--- config.mk ---
export PLATFORM = sky130hd
export DESIGN_NAME = mem_access_unit
export DESIGN_NICKNAME = d
export VERILOG_FILES = /design/src/rtl/mem_access_unit_pkg.sv /design/src/rtl/mem_access_unit_load_data_aligner.sv /design/src/rtl/mem_access_unit.sv
export SDC_FILE = /design/constraint.sdc
export NUM_CORES = 1
export LEC_CHECK = 0
export ABC_AREA = 1
export CAP_MARGIN = 20
export CORE_UTILIZATION = 49
export CTS_CLUSTER_DIAMETER = 50
export DETAILED_ROUTE_END_ITERATION = 8
export GPL_TIMING_DRIVEN = 1
export PLACE_DENSITY = 0.95
export SYNTH_ARGS = -nofsm -noshare
export SYNTH_HDL_FRONTEND = slang
export SYNTH_SLANG_ARGS = --single-unit
--- constraint.sdc ---
create_clock -name clock -period 2.93 [get_ports clock]
set_input_delay 0.4395 -clock clock [delete_from_list [all_inputs] [get_ports clock]]
set_output_delay 0.4395 -clock clock [all_outputs]
set_load 0.005 [all_outputs]
--- src/rtl/mem_access_unit_pkg.sv ---
// Shared widths, funct3 encodings, FSM state codes and access-legality helpers
// for the MEM-stage data-memory access unit.
package mem_access_unit_pkg;

    localparam int XLEN = 32;

    localparam logic [2:0] F3_B  = 3'b000;
    localparam logic [2:0] F3_H  = 3'b001;
    localparam logic [2:0] F3_W  = 3'b010;
    localparam logic [2:0] F3_BU = 3'b100;
    localparam logic [2:0] F3_HU = 3'b101;

    typedef enum logic [1:0] {
        MAU_IDLE = 2'd0,
        MAU_REQ  = 2'd1,
        MAU_RESP = 2'd2
    } mau_state_e;

    function automatic logic f3_legal(input logic is_store, input logic [2:0] f3);
        if (is_store) begin
            return (f3 == F3_B) || (f3 == F3_H) || (f3 == F3_W);
        end
        return (f3 == F3_B) || (f3 == F3_H) || (f3 == F3_W) ||
               (f3 == F3_BU) || (f3 == F3_HU);
    endfunction

    function automatic logic addr_aligned(input logic [2:0] f3, input logic [1:0] a);
        case (f3[1:0])
            2'b01:   return ~a[0];
            2'b10:   return (a == 2'b00);
            default: return 1'b1;
        endcase
    endfunction

endpackage

--- src/rtl/mem_access_unit_load_data_aligner.sv ---
// Picks the byte/half lane of a read word selected by the low address bits
// and sign- or zero-extends it to XLEN.
module load_data_aligner
    import mem_access_unit_pkg::*;
(
    input  logic [2:0]      funct3_i,
    input  logic [1:0]      addr_lo_i,
    input  logic [XLEN-1:0] rdata_i,
    output logic [XLEN-1:0] data_o
);

    logic [7:0]  byte_sel;
    logic [15:0] half_sel;

    always_comb begin
        byte_sel = rdata_i[{addr_lo_i, 3'b000} +: 8];
        half_sel = rdata_i[{addr_lo_i[1], 4'b0000} +: 16];
        case (funct3_i)
            F3_B:    data_o = {{(XLEN-8){byte_sel[7]}}, byte_sel};
            F3_H:    data_o = {{(XLEN-16){half_sel[15]}}, half_sel};
            F3_W:    data_o = rdata_i;
            F3_BU:   data_o = {{(XLEN-8){1'b0}}, byte_sel};
            F3_HU:   data_o = {{(XLEN-16){1'b0}}, half_sel};
            default: data_o = '0;
        endcase
    end

endmodule

--- src/rtl/mem_access_unit.sv ---
// MEM-stage access unit: turns loads/stores into a req/ack bus transaction,
// stalls upstream while it is outstanding and presents the WB-bound result.
module mem_access_unit
    import mem_access_unit_pkg::*;
#(
    parameter int TIMEOUT = 255
) (
    input  logic            clock,
    input  logic            reset,
    input  logic            ex_mem_valid,
    input  logic            ex_mem_MemRead,
    input  logic            ex_mem_MemWrite,
    input  logic [2:0]      ex_mem_funct3,
    input  logic [XLEN-1:0] ex_mem_alu_result,
    input  logic [XLEN-1:0] ex_mem_write_data,
    input  logic            ex_mem_MemtoReg,
    input  logic            ex_mem_RegWrite,
    input  logic [4:0]      ex_mem_WriteReg,
    output logic            dmem_req,
    output logic            dmem_we,
    output logic [XLEN-1:0] dmem_addr,
    output logic [XLEN-1:0] dmem_wdata,
    output logic [3:0]      dmem_be,
    input  logic            dmem_ack,
    input  logic [XLEN-1:0] dmem_rdata,
    output logic [XLEN-1:0] mem_read_data,
    output logic [XLEN-1:0] mem_alu_result,
    output logic            mem_MemtoReg,
    output logic            mem_RegWrite,
    output logic [4:0]      mem_WriteReg,
    output logic            mem_wb_enable,
    output logic            mem_stall,
    output logic            misalign_exc,
    output logic            bus_error
);

    localparam int CW = $clog2(TIMEOUT + 1);

    mau_state_e      state_q;
    logic [CW-1:0]   cnt_q;
    logic [XLEN-1:0] addr_q;
    logic            we_q;
    logic [3:0]      be_q;
    logic [XLEN-1:0] wdata_q;
    logic [2:0]      f3_q;
    logic            m2r_q;
    logic            rw_q;
    logic [4:0]      wreg_q;
    logic [XLEN-1:0] rdata_q;
    logic            berr_q;

    logic            mem_op;
    logic            is_store;
    logic            op_ok;
    logic [3:0]      be_calc;
    logic [XLEN-1:0] wdata_calc;
    logic [XLEN-1:0] load_fmt;

    assign mem_op   = ex_mem_valid & (ex_mem_MemRead | ex_mem_MemWrite);
    assign is_store = ex_mem_MemWrite & ~ex_mem_MemRead;
    assign op_ok    = f3_legal(is_store, ex_mem_funct3) &
                      addr_aligned(ex_mem_funct3, ex_mem_alu_result[1:0]);

    always_comb begin
        case (ex_mem_funct3[1:0])
            2'b00: begin
                be_calc    = 4'b0001 << ex_mem_alu_result[1:0];
                wdata_calc = {4{ex_mem_write_data[7:0]}};
            end
            2'b01: begin
                be_calc    = 4'b0011 << ex_mem_alu_result[1:0];
                wdata_calc = {2{ex_mem_write_data[15:0]}};
            end
            default: begin
                be_calc    = 4'b1111;
                wdata_calc = ex_mem_write_data;
            end
        endcase
    end

    load_data_aligner u_aligner (
        .funct3_i  (f3_q),
        .addr_lo_i (addr_q[1:0]),
        .rdata_i   (dmem_rdata),
        .data_o    (load_fmt)
    );

    always_ff @(posedge clock or negedge reset) begin
        if (!reset) begin
            state_q <= MAU_IDLE;
            cnt_q   <= '0;
            addr_q  <= '0;
            we_q    <= 1'b0;
            be_q    <= '0;
            wdata_q <= '0;
            f3_q    <= '0;
            m2r_q   <= 1'b0;
            rw_q    <= 1'b0;
            wreg_q  <= '0;
            rdata_q <= '0;
            berr_q  <= 1'b0;
        end else begin
            case (state_q)
                MAU_IDLE: begin
                    if (mem_op && op_ok) begin
                        state_q <= MAU_REQ;
                        cnt_q   <= '0;
                        addr_q  <= ex_mem_alu_result;
                        we_q    <= is_store;
                        be_q    <= be_calc;
                        wdata_q <= wdata_calc;
                        f3_q    <= ex_mem_funct3;
                        m2r_q   <= ex_mem_MemtoReg;
                        rw_q    <= ex_mem_RegWrite;
                        wreg_q  <= ex_mem_WriteReg;
                        berr_q  <= 1'b0;
                    end
                end
                MAU_REQ: begin
                    if (dmem_ack) begin
                        rdata_q <= we_q ? '0 : load_fmt;
                        state_q <= MAU_RESP;
                    end else if (cnt_q == CW'(TIMEOUT - 1)) begin
                        // last allowed wait cycle: give up and retire with a bus error
                        rdata_q <= '0;
                        rw_q    <= 1'b0;
                        berr_q  <= 1'b1;
                        state_q <= MAU_RESP;
                    end else begin
                        cnt_q <= cnt_q + 1'b1;
                    end
                end
                MAU_RESP: begin
                    berr_q  <= 1'b0;
                    state_q <= MAU_IDLE;
                end
                default: state_q <= MAU_IDLE;
            endcase
        end
    end

    // Outputs are forced low while reset is asserted, including the IDLE pass-through.
    always_comb begin
        dmem_req       = 1'b0;
        dmem_we        = 1'b0;
        dmem_addr      = '0;
        dmem_wdata     = '0;
        dmem_be        = '0;
        mem_read_data  = '0;
        mem_alu_result = '0;
        mem_MemtoReg   = 1'b0;
        mem_RegWrite   = 1'b0;
        mem_WriteReg   = '0;
        mem_wb_enable  = 1'b0;
        mem_stall      = 1'b0;
        misalign_exc   = 1'b0;
        bus_error      = 1'b0;
        if (reset) begin
            case (state_q)
                MAU_IDLE: begin
                    if (ex_mem_valid) begin
                        mem_alu_result = ex_mem_alu_result;
                        mem_MemtoReg   = ex_mem_MemtoReg;
                        mem_WriteReg   = ex_mem_WriteReg;
                        if (!mem_op) begin
                            mem_RegWrite  = ex_mem_RegWrite;
                            mem_wb_enable = 1'b1;
                        end else if (!op_ok) begin
                            misalign_exc  = 1'b1;
                            mem_wb_enable = 1'b1;
                        end else begin
                            mem_stall = 1'b1;
                        end
                    end
                end
                MAU_REQ: begin
                    dmem_req   = 1'b1;
                    dmem_we    = we_q;
                    dmem_addr  = {addr_q[XLEN-1:2], 2'b00};
                    dmem_be    = be_q;
                    dmem_wdata = wdata_q;
                    mem_stall  = 1'b1;
                end
                MAU_RESP: begin
                    mem_read_data  = rdata_q;
                    mem_alu_result = addr_q;
                    mem_MemtoReg   = m2r_q;
                    mem_RegWrite   = rw_q;
                    mem_WriteReg   = wreg_q;
                    mem_wb_enable  = 1'b1;
                    bus_error      = berr_q;
                end
                default: ;
            endcase
        end
    end

endmodule

# Word-level counts from Yosys, hierarchy flattened
# Index checks and enable logic that the tools add are counted.
# totals
ff_bits,122
# classes
add_sub_neg,1
n_eq_ne,18
shift,4
n_mux,67
bitwise_logic,6
n_reduce_logical,19
# ops
operator,count
$mux 32,11
$pmux 32 s5,1
$pmux 32 s2,2
$mux 1,32
$shiftx 32x6->16,1
$shiftx 32x6->8,1
$mux 8,3
$pmux 8 s2,1
$eq 3x3->1 const B,4
$pmux 1 s2,6
$reduce_and 4->1,3
$mux 5,2
$pmux 5 s2,1
$add 8x1->8 const B,1
$eq 8x8->1 const B,1
$mux 4,2
$ne 2x2->1 const B,4
$pmux 4 s2,1
$eq 3x1->1 const B,2
$eq 3x2->1 const B,2
$logic_not 2->1,3
$logic_not 3->1,2
$mux 2,3
$reduce_and 2->1,3
14 further kinds,23

# Longest topological paths before layout
# logic_depth
word_depth,12
ltp_mapped,11
mapped_depth_nobuf,11

# Hierarchy
# From an unflattened synthesis, not the netlist that was laid out.
# hier_totals
cells_unflattened,1093
hier_area_um2,7641.1
# modules_own_cells
module,instances,cells_each,area_per_inst_um2,seq_area_each_um2
mem_access_unit,1,896,6737.7,3052.9
load_data_aligner,1,197,903.4,0.0

# Least setup slack after synthesis
# Ideal clock, no wire load.
# synth_timing
kind,input to output
from,in ex_mem_funct3[1]
to,out mem_stall
arrival_time_ns,1.576
required_time_ns,2.491
path_slack_ns,0.915
path_stages,10
n_path_buf,2
path_cell_list,inv_1 -> ha_1 -> nor2_4 -> nand2_1 -> nand2_1 -> inv_1 -> nand4_1 -> buf_4 -> buf_2 -> a21oi_1
# synth_via
elab_chain_len,12
elab_cells_between_ends,20
cone_classes,eq/ne (6); mux (8); bitwise (1); reduce/logical (5)
# synth_rtl
element,line_no,rtl
from (decl),mem_access_unit.sv:13,"input logic [2:0] ex_mem_funct3,"
$eq 3x1->1 or $logic_not 3->1 (tied branches),"mem_access_unit_pkg.sv:21, mem_access_unit_pkg.sv:23",
$logic_or 1x1->1 (2 in a row),"mem_access_unit_pkg.sv:21, mem_access_unit_pkg.sv:23",
$logic_or 1x1->1,mem_access_unit_pkg.sv:23,return (f3 == F3_B) || (f3 == F3_H) || (f3 == F3_W) ||
$logic_or 1x1->1,mem_access_unit_pkg.sv:24,(f3 == F3_BU) || (f3 == F3_HU);
$mux 1,mem_access_unit_pkg.sv:23,
$and 1x1->1 *,mem_access_unit.sv:61,"assign op_ok = f3_legal(is_store, ex_mem_funct3) &"
$mux 1 *,mem_access_unit.sv:168,end else if (!op_ok) begin
$mux 1 *,mem_access_unit.sv:165,if (!mem_op) begin
$mux 1 *,mem_access_unit.sv:161,if (ex_mem_valid) begin
$pmux 1 s2 *,mem_access_unit.sv:159,case (state_q)
$mux 1 *,mem_access_unit.sv:158,if (reset) begin
to (decl),mem_access_unit.sv:32,"output logic mem_stall,"
# Every way passes the cells marked *; elsewhere a longest branch is shown, timed or not. The select of a mux whose other input is x is not followed.

# Worst setup path in the final report
# layout_timing
from,in ex_mem_alu_result[0]
to,out mem_stall
# layout_via
elab_chain_len,8
elab_cells_between_ends,9
cone_classes,mux (6); bitwise (2); reduce/logical (1)
# layout_rtl
element,line_no,rtl
from (decl),mem_access_unit.sv:14,"input logic [XLEN-1:0] ex_mem_alu_result,"
$logic_not 2->1 or $not 1->1 (tied branches),"mem_access_unit_pkg.sv:30, mem_access_unit_pkg.sv:29",
$pmux 1 s2 *,mem_access_unit_pkg.sv:28,case (f3[1:0])
$and 1x1->1 *,mem_access_unit.sv:61,
$mux 1 *,mem_access_unit.sv:168,
$mux 1 *,mem_access_unit.sv:165,
$mux 1 *,mem_access_unit.sv:161,
$pmux 1 s2 *,mem_access_unit.sv:159,
$mux 1 *,mem_access_unit.sv:158,
# Every way passes the cells marked *; elsewhere a longest branch is shown, timed or not.

==> qor.yml <==
global_routing:
  grt_pass1_wl_mm: 36.8
  grt_pass1_vias: 7258
  antenna_found_initial: 0
  grt_max_degree: 102
  overflow: 0
  grt_use_total_pct: 31.7
power_and_ir_drop:
  power_frac_comb_pct: 31.3
  p_int_mw: 4.39
  ir_worst_vdd_uv: 399
  leakagePower_nw: 4.88
  swShare_pct: 34.9
  power_per_cell_area_mw_per_mm2: 647
  pwr-share-clk_pct: 29.2
  pwr-share-seq_pct: 39.5
  p_switching_mw: 2.36
synthesis:
  seq_area_frac_synth_pct: 42.1
  synth_common_cells: "nand2_1 (339), nor2_1 (155), dfrtp_1 (122), a21oi_1 (120), inv_1 (118)"
  synth_top_area_share_pct: 42.1
  synth.most_common_cell: "nand2_1"
  synthCells: 1079
  synth_top_cell_by_area: "dfrtp_1"
  synth.area.top_cells: "dfrtp_1 (42%), nand2_1 (18%), a21oi_1 (8.3%)"
  syn_area_sq_mm: 0.00725
  synth_edf_count: 0
  ys_ff_latch: 122
  synth_async_sr_flop_share_pct: 100
  synth_ff_type: "dfrtp_1"
  synth.distinct_cells: 35
  yosys_warnings: 0
  syn_area_per_cell_sq_um: 6.72
route:
  antenna_left: 0
  dr.first_iter.drc_count: 879
  post_drt_wl_per_cell_microns: 15.9
  vias: 8071
  routed_wirelength_mm: 23.8
  drc: 0
  first_pass_iters: 7
  via_per_inst: 5.37
critical_path:
  rrSetupSlack_ns: 0.96
  reg2reg_to: "rdata_q[3]"
  max_stage_delay_ns: 0.57
  crit_path_max_fanout: 4
  critPathSlowestCell: "clkdlybuf4s50_1"
  worst_setup_path_start_kind: "input port"
  crit_chain: "clkdlybuf4s50_1 -> nor2_1 -> nand2_1 -> nand2_1 -> nand4_1 -> a21oi_1 -> clkdlybuf4s50_1"
  crit_buf_inv: 2
  r2r-start: "state_q[0]"
  crit_required_ns: 2.49
  crit_arrival_ns: 2.42
  crit_family: "buffers and inverters"
  worstRegToRegCells: 8
  critPathKind: "in2out"
  end_kind: "output port"
cells_and_area:
  drive_above_1_share_pct: 5.31
  syn_to_final_growth_pct: 43.9
  final_nets: 1423
  diodes: 0
placed_design:
  preCtsSetupSlack_ns: 0.0378
  gp_congestion: 0.941
  portBuffers: 254
  hpwl_mm: 16.4
timing:
  finalHoldViolCount: 0
  maxSlewViolCount: 0
  finalHoldWorstSlack_ns: 0.234
  grt_setup_unrepaired: "true"
  fmax_mhz: 350
  clock_skew_ns: 0.0124
  finalSetupViolations: 0
  worst_slew_pin_slew_ns: 0.835
  post-route-period-util_pct: 97.5
  worst_slack_ns: 0.0746
  relSlewSlack_pct: 44.3
  fin_crit_ns: 2.86
clock_network:
  cts_resized: 0
  clk_pin_slew_ns: 0.05
  cts_buffers: 17
  cts_sinks: 122
  clockRootBuffer: "clkbuf_16"
  clk_latency_ns: 0.42
  postCtsSetupRepairBufs: 0
  cts_max_level: 4
  clockBufferDepth: 2
  holdBufCountCts: 0
  cts_tree: "done"
min_path:
  hold_class: "in2async"
die:
  core_area_sq_mm: 0.0145
  ios: 257
  rows: 44
  die-area_sq_mm: 0.0153
  dieWidth_microns: 124
  die_h_microns: 124
  initial_core_util_pct: 50.1
outcome:
  outcome: "finished clean"
job:
  drv_cap: 0
==> cell usage in the layout, fill, tap and decap left out, types with 2 or more instances in the layout <==
cell             Yosys  final
nor2_2               1      2
o21ai_1              3      3
o221ai_1             3      3
ha_1                 5      4
nand4_1              6      6
clkbuf_16            0     17
or2_2                3      3
clkdlybuf4s50_1      0    252
nand2_2              3      3
nor3_1               3      2
inv_1              118    118
clkinv_2             0      4
clkbuf_8             0      3
clkbuf_1            19      4
o211ai_1             5      5
buf_12               0      3
nor2_4               2      2
inv_2                5      5
nand3_1             21     20
nor3_4               1      2
conb_1               1      2
nand2_1            339    339
o22ai_1              4      4
dfrtp_1            122    122
nor2_1             155    154
o21ai_0             80     80
xor2_1               5      5
buf_4               10     15
nand3_2              1      2
a21oi_1            120    119
==> state kept, by name (all words and copies together) (netlist names) <==
signal,count
be_q,4
cnt_q,8
state_q,2
wreg_q,5
m2r_q,1
f3_q,3
addr_q,32
we_q,1
berr_q,1
rw_q,1
rdata_q,32
wdata_q,32
==> worst max-delay path by stage <==
stage | from | endpoint | depth (start not counted) | slack, ns
after floorplan | ex_mem_funct3[1] | mem_stall | 10 | 0.91
after global placement | ex_mem_funct3[0] | mem_wb_enable | 10 | 0.07
after detailed placement | ex_mem_funct3[1] | mem_wb_enable | 10 | 0.04
after CTS | ex_mem_funct3[1] | mem_wb_enable | 10 | 0.03
after global routing | ex_mem_funct3[1] | mem_stall | 9 | -0.008
final | ex_mem_alu_result[0] | mem_stall | 7 | 0.07
==> metal layers <==
metal	wire [microns]	vias up	GRT usage (%)
met3	2250	65	7.83
li1	-	3816	-
met2	11300	455	51.5
met4	789	0	13.6
met5	0	-	0
met1	9520	3735	40.0
==> power groups by stage <==
| stage | clock (mW) | combinational [mW] | sequential, mW |
|---|---|---|---|
| finish | 1.97 | 2.12 | 2.67 |
| global route | 2.08 | 2.39 | 2.74 |
| CTS | 1.99 | 2.10 | 2.65 |
| detailed placement | 0 | 2.08 | 2.66 |
| global placement | 0 | 2.01 | 2.64 |
| floorplan | 0 | 1.36 | 2.57 |
==> per-stage QoR <==
step / utilization (%) / setup TNS [ns] / instances / total power [mW] / area, sq um
finish: 72.1 / 0 / 1502 / 6.75 / 10400
CTS: 71.9 / 0 / 1502 / 6.74 / 10400
global placement: 68.1 / 0 / 1471 / 4.65 / 9860
global route: 72.1 / -0.0158 / 1502 / 7.22 / 10400
detailed placement: 68.1 / 0 / 1471 / 4.74 / 9860
floorplan: - / 0 / 1080 / 3.92 / 7260
==> area by class of cell <==
class                      instances  area, sq um
sequential                       122         3050
timing repair buffer             272         2720
clock buffer                      24          482
inverter                         125          472
tap                              184          230
fill                            1118         4040
multi-input combinational        768         3420
clock inverter                     7         66.3
==> kinds of logic (layout without fill, tap and decap cells) <==
family | after synthesis | count (layout) | share of synthesized area, %
buffers and inverters | 190 | 428 | 11.2
other | 1 | 2 | 0.0517
DFF | 122 | 122 | 42.1
xor gates and xnor gates | 5 | 5 | 0.604
adders and majority gates | 5 | 5 | 0.862
and+or+nand+nor | 537 | 537 | 29.4
AOI/OAI and AO/OA | 219 | 219 | 15.8
Power figures use the tool's default switching activity.
